File: src/rtl/ascon_pack.sv
// rtl/ascon_pack.sv - shared Ascon types, constants and round-constant helper
package ascon_pack;

    // Round index width: rounds 0..11 fit in four bits.
    localparam int RND_WIDTH = 4;

    localparam logic [RND_WIDTH-1:0] LastRound = RND_WIDTH'(11);
    localparam logic [3:0]           RcBase    = 4'hF;

    typedef enum logic [1:0] {
        PERM_IDLE = 2'd0,
        PERM_RUN  = 2'd1,
        PERM_LAST = 2'd2,
        PERM_DONE = 2'd3
    } perm_ctrl_state_e;

    // Ascon round constant: upper nibble counts down from F while the
    // lower nibble counts up with the round index.
    function automatic logic [7:0] round_const(input logic [RND_WIDTH-1:0] round);
        logic [3:0] r;
        r = round[3:0];
        return {RcBase - r, r};
    endfunction

endpackage

File: src/rtl/ascon_perm_ctrl.sv
// rtl/ascon_perm_ctrl.sv - Ascon permutation sequencing controller
//
// Drives the external round counter (load/enable/select), presents the round
// constant and datapath enable each round, and holds done_o until acked.
//
// Ports:
//   clk_i, rst_i       clock, synchronous active-high reset
//   start_i, p12_i     permutation request and round count (1 = p12, 0 = p6)
//   stall_i            freeze the in-flight permutation this cycle
//   done_ack_i         acknowledge for done_o
//   round_i            current round index from the counter
//   n_last_rnd_i       counter is at round 10 (next round is the last)
//   cnt_load_o         load counter start value
//   cnt_en_o           counter register enable
//   cnt_sel_p12_o      counter start select (1 -> 0, 0 -> 6)
//   perm_en_o          apply one round to the state this cycle
//   rc_o               round constant for the current round
//   ready_o            idle, start_i accepted
//   done_o             permutation finished, held until acked
//   err_o              sticky protocol error
module ascon_perm_ctrl
    import ascon_pack::*;
(
    input  logic                 clk_i,
    input  logic                 rst_i,
    input  logic                 start_i,
    input  logic                 p12_i,
    input  logic                 stall_i,
    input  logic                 done_ack_i,
    input  logic [RND_WIDTH-1:0] round_i,
    input  logic                 n_last_rnd_i,
    output logic                 cnt_load_o,
    output logic                 cnt_en_o,
    output logic                 cnt_sel_p12_o,
    output logic                 perm_en_o,
    output logic [7:0]           rc_o,
    output logic                 ready_o,
    output logic                 done_o,
    output logic                 err_o
);

    perm_ctrl_state_e state_q, state_d;
    logic             err_set;

    always_ff @(posedge clk_i) begin
        if (rst_i) begin
            state_q <= PERM_IDLE;
            err_o   <= 1'b0;
        end else begin
            state_q <= state_d;
            if (err_set) begin
                err_o <= 1'b1;
            end
        end
    end

    // Counter controls depend only on state, start_i, p12_i and stall_i;
    // round_i only feeds rc_o, the error check and the next state.
    always_comb begin
        state_d       = state_q;
        err_set       = 1'b0;
        cnt_load_o    = 1'b0;
        cnt_en_o      = 1'b0;
        cnt_sel_p12_o = 1'b0;
        perm_en_o     = 1'b0;
        rc_o          = 8'h00;
        ready_o       = 1'b0;
        done_o        = 1'b0;

        case (state_q)
            PERM_IDLE: begin
                ready_o = 1'b1;
                if (start_i) begin
                    cnt_load_o    = 1'b1;
                    cnt_en_o      = 1'b1;
                    cnt_sel_p12_o = p12_i;
                    state_d       = PERM_RUN;
                end
            end
            PERM_RUN: begin
                rc_o = round_const(round_i);
                if (!stall_i) begin
                    perm_en_o = 1'b1;
                    cnt_en_o  = 1'b1;
                    if (n_last_rnd_i) begin
                        state_d = PERM_LAST;
                    end
                end
                // Reaching round 11 (or beyond) without the round-10 hint
                // means the counter and controller disagree; finish anyway.
                if (round_i >= LastRound) begin
                    err_set = 1'b1;
                    state_d = PERM_DONE;
                end
            end
            PERM_LAST: begin
                rc_o = round_const(LastRound);
                if (!stall_i) begin
                    perm_en_o = 1'b1;
                    // Counter saturates at 11, so enabling it here is benign.
                    cnt_en_o  = 1'b1;
                    state_d   = PERM_DONE;
                end
                if (round_i > LastRound) begin
                    err_set = 1'b1;
                    state_d = PERM_DONE;
                end
            end
            PERM_DONE: begin
                done_o = 1'b1;
                if (done_ack_i) begin
                    state_d = PERM_IDLE;
                end
            end
            default: begin
                state_d = PERM_IDLE;
            end
        endcase
    end

endmodule

File: config.mk
export PLATFORM = sky130hd
export DESIGN_NAME = ascon_perm_ctrl
export DESIGN_NICKNAME = d
export VERILOG_FILES = /design/src/rtl/ascon_pack.sv /design/src/rtl/ascon_perm_ctrl.sv
export SDC_FILE = /design/constraint.sdc
export NUM_CORES = 1
export LEC_CHECK = 0
export ABC_AREA = 0
export CORE_AREA = 2 2 39 41
export CTS_CLUSTER_SIZE = 24
export DETAILED_ROUTE_END_ITERATION = 8
export DIE_AREA = 0 0 41 43
export PLACE_DENSITY = 0.67
export SLEW_MARGIN = 15
export SYNTH_ARGS = -nofsm -noshare
export SYNTH_HDL_FRONTEND = slang
export SYNTH_SLANG_ARGS = --single-unit
File: constraint.sdc
create_clock -name clk_i -period 1.9 [get_ports clk_i]
set_clock_uncertainty 0.05 [all_clocks]
set_input_delay 0.38 -clock clk_i [delete_from_list [all_inputs] [get_ports clk_i]]
set_output_delay 0.38 -clock clk_i [all_outputs]
set_load 0.005 [all_outputs]
==> impl_metrics.csv, run 1 <==
group,metric,value,unit
status,outcome,"completed",
logic_synthesis,yosysTopAreaCell,"ha_1",
cts,numCtsBuffers,3,
final_layout,fin_nets,110,
logic_synthesis,synth_cell_types,22,
cts,clk_pin_slew,0.04,ns
final_layout,fillers,154,
critical_path,r2r_slack,0.17,ns
sta,relSlewSlack,77.42,%
min_path,hold_depth,2,
critical_path,critPathArrivalTime,1.40,ns
logic_synthesis,synth_edf_count,0,
global_routing,grt_pass1_vias,452,
min_path,min-delay-start,"err_o",
sta,maxSlewViolCount,0,
logic_synthesis,yosys_register_bits,3,
critical_path,crit_buf_inv,2,
pwr,p_total,1.020,mW
detailed_routing,postRouteAntennaNets,0,
final_layout,postLayoutCoreUtil,56.96,%
critical_path,crit_chain,"inv_2 -> ha_2 -> and2b_1 -> o21a_1 -> dlygate4sd2_1",
detailed_routing,via_per_inst,4.574,
global_routing,track_usage,15.46,%
critical_path,cp-startpoint,"state_q[1]",
placed_design,hpwl,887.7,um
logic_synthesis,ys_seq_area_share,16.05,%
detailed_routing,wirelength,1.113,mm
cts,cts-root-buf,"clkbuf_4",
pwr,ir_drop,0.7118,mV
detailed_routing,drt_iter0_markers,4,
cts,htreeDepth,1,
logic_synthesis,synth_top_area_share,20.07,%
critical_path,crit_required,1.47,ns
cts,clk_path_buf_depth,2,
logic_synthesis,yosysWarnings,0,
final_layout,drive_above_1_share,34.78,%
sta,totalNegativeSetupSlack,0,ns
job,cap_viol_max_count,0,
critical_path,crit_path_end_kind,"output port",
final_layout,multi_input_area,330.3,um2
die,pin_count,26,
die,fp.dieArea,0.001763,mm2
die,core,0.001384,mm2
pwr,swShare,37.58,%
die,fp-row-count,14,
logic_synthesis,synthTopCellsByArea,"ha_1 20%, dfxtp_1 16%, nor2b_1 10%, a21oi_1 9.4%, nor2_1 7.0%",
logic_synthesis,yosys_most_used_dff,"dfxtp_1",
pwr,p_comb_share,78.7,%
sta,post-route-period-util,96.48,%
die,die_x,41,um
detailed_routing,vias,494,
final_layout,regArea,62.56,um2
cts,hold_buffers,0,
die,die-height,43,um
global_routing,gr-total-overflow,0,
detailed_routing,first_pass_iters,4,
sta,worstMarginPinSlew,0.3351,ns
min_path,min_path_type,"reg -> reg",
final_layout,antenna_cells,0,
logic_synthesis,synth_area,374.1,um2
die,start_util,27.03,%
sta,fin_crit,1.833,ns
cts,clock-sinks,3,
logic_synthesis,synth_common_cells,"7 x a21oi_1, 7 x nor2_1, 6 x ha_1, 6 x nor2b_1",
sta,max_freq,545.5,MHz
cts,clock_latency,0.23,ns
critical_path,reg2reg_to,"state_q[0]",
pwr,pwr_density_cell,1294,mW/mm2
pwr,p_leak,0.4234,nW
logic_synthesis,synth_nets,67,
critical_path,cpMaxStageDelayCell,"dfxtp_2",
critical_path,crit_family,"flip-flops",
sta,finalSetupViolations,0,
final_layout,syn_to_final_growth,110.7,%
pwr,p_int,0.6366,mW
critical_path,critical_path.max_stage_delay,0.32,ns
sta,hold_viol,0,
detailed_routing,drc_errors,0,
critical_path,path_max_fanout,9,
placed_design,io_buffer_count,25,
sta,rsz0062_at_grt,"true",
critical_path,reg2reg_from,"state_q[0]",
sta,whs,0.4140,ns
global_routing,grt_max_degree,10,
global_routing,grt_pass1_wl,1.814,mm
logic_synthesis,syn_inst,50,
logic_synthesis,synth.avg_cell_area,7.482,um2
critical_path,reg2regPathDepth,8,
pwr,pwr-share-seq,10.5,%
critical_path,critical_path_class,"reg -> out",
min_path,holdPathEnd,"err_o",
cts,tritoncts,"yes",
pwr,p_sw,0.3832,mW
critical_path,startpoint_type,"register",
logic_synthesis,synthArstFlopShare,0,%
global_routing,antenna_found_initial,0,
pwr,power_frac_clock,10.8,%
detailed_routing,wl_per_cell,10.31,um
placed_design,gp_congestion,0.7709,
-- worst max-delay path by stage --
stage	endpoint	slack, ns	cells after the start
global placement	rc_o[6]	-0.17	4
detailed placement	cnt_en_o	-0.19	5
floorplan	cnt_en_o	0.25	5
CTS	rc_o[6]	0.001	4
finish	rc_o[6]	0.07	5
global route	rc_o[6]	-0.01	5
-- kinds of logic (layout without fill, tap and decap cells) --
group                      after synthesis  after routing  synth area share, %
and+or+nand+nor                         21             21                30.11
AOI/OAI and AO/OA                       15             15                26.75
adders and majority gates                6              6                20.07
buffers and inverters                    4             46                4.346
DFF                                      3              3                16.05
muxes                                    1              1                2.676
-- power by group through the flow --
stage	clock network (mW)	logic (mW)	registers, mW
2_1_floorplan	0	0.363	0.111
3_3_place_gp	0	0.786	0.0993
3_5_place_dp	0	0.797	0.100
4_1_cts	0.117	0.815	0.106
5_1_grt	0.120	0.898	0.110
6_report	0.110	0.803	0.107
-- repair_timing --
action,CTS,global route
setup buffers,1,0
gates resized for setup,21,11
endpoints found under the setup margin,12,7
pin swaps,0,3
-- layout make-up --
type,instances,share of cell area (%)
clock buffer,4,3.333
inverter,3,1.429
timing repair buffer,39,42.86
sequential,3,7.937
tap,16,2.540
multi-input combinational,43,41.90
-- worst reg2reg max path, stage by stage, from the launching register on --
cell      delay, ns
dfxtp_2        0.32
buf_4          0.12
buf_4          0.13
ha_1           0.20
nor2b_1        0.13
a311oi_2       0.29
a21oi_1        0.11
a31oi_1        0.17
a21oi_1        0.08
-- per-layer routing --
metal  part of all wire (%)  global-route usage (%)  up-vias
met5                      0                       0        -
li1                       -                       -      257
met1                     42                   18.01      223
met2                     52                   24.06       14
met3                    5.0                   3.141        0
met4                      0                   10.00        0
-- metrics by stage --
step | instance area (um2) | setup slack [ns] | instances
global route | 788.3 | -0.01459 | 108
detailed placement | 737.0 | -0.1936 | 103
floorplan | 374.1 | 0.2488 | 50
global placement | 737.0 | -0.1743 | 103
finish | 788.3 | 0.06685 | 108
CTS | 788.3 | 0.001059 | 108
-- cells in the final DEF (no fill, tap or decap) --
master	count
and2b_2	1
a21oi_1	7
clkbuf_1	1
inv_2	2
nand2_2	1
dfxtp_1	1
a21o_1	1
a31oi_1	1
dfxtp_2	2
and2_1	1
a311oi_2	1
ha_1	3
nor2b_2	1
inv_1	1
clkbuf_4	3
clkbuf_2	3
o21ai_1	1
a32o_1	1
nand2_1	2
dlymetal6s2s_1	3
buf_4	14
and2b_1	1
ha_4	2
dlygate4sd2_1	8
nor2_1	6
nor2_2	1
clkdlybuf4s15_1	1
ha_2	1
o21ai_0	1
clkdlybuf4s50_1	10
mux2i_1	1
o21a_1	1
a22o_1	1
and3_1	2
nor2b_1	5
-- sequential cells by signal, summed over array words and instances (netlist names) --
name and cells:
err_o 1, state_q 2
No activity file was read; power rests on OpenSTA's default activity.
==> inputs of run 2 (changes only) <==
--- a/config.mk
+++ b/config.mk
@@ -6,6 +6,7 @@
 export NUM_CORES = 1
 export LEC_CHECK = 0
 export ABC_AREA = 0
+export ABC_CLOCK_PERIOD_IN_PS = 1900
 export CORE_AREA = 2 2 39 41
 export CTS_CLUSTER_SIZE = 24
 export DETAILED_ROUTE_END_ITERATION = 8
==> results of run 2 <==
No change in the layout: final DEF, timing and power equal those of run 1.
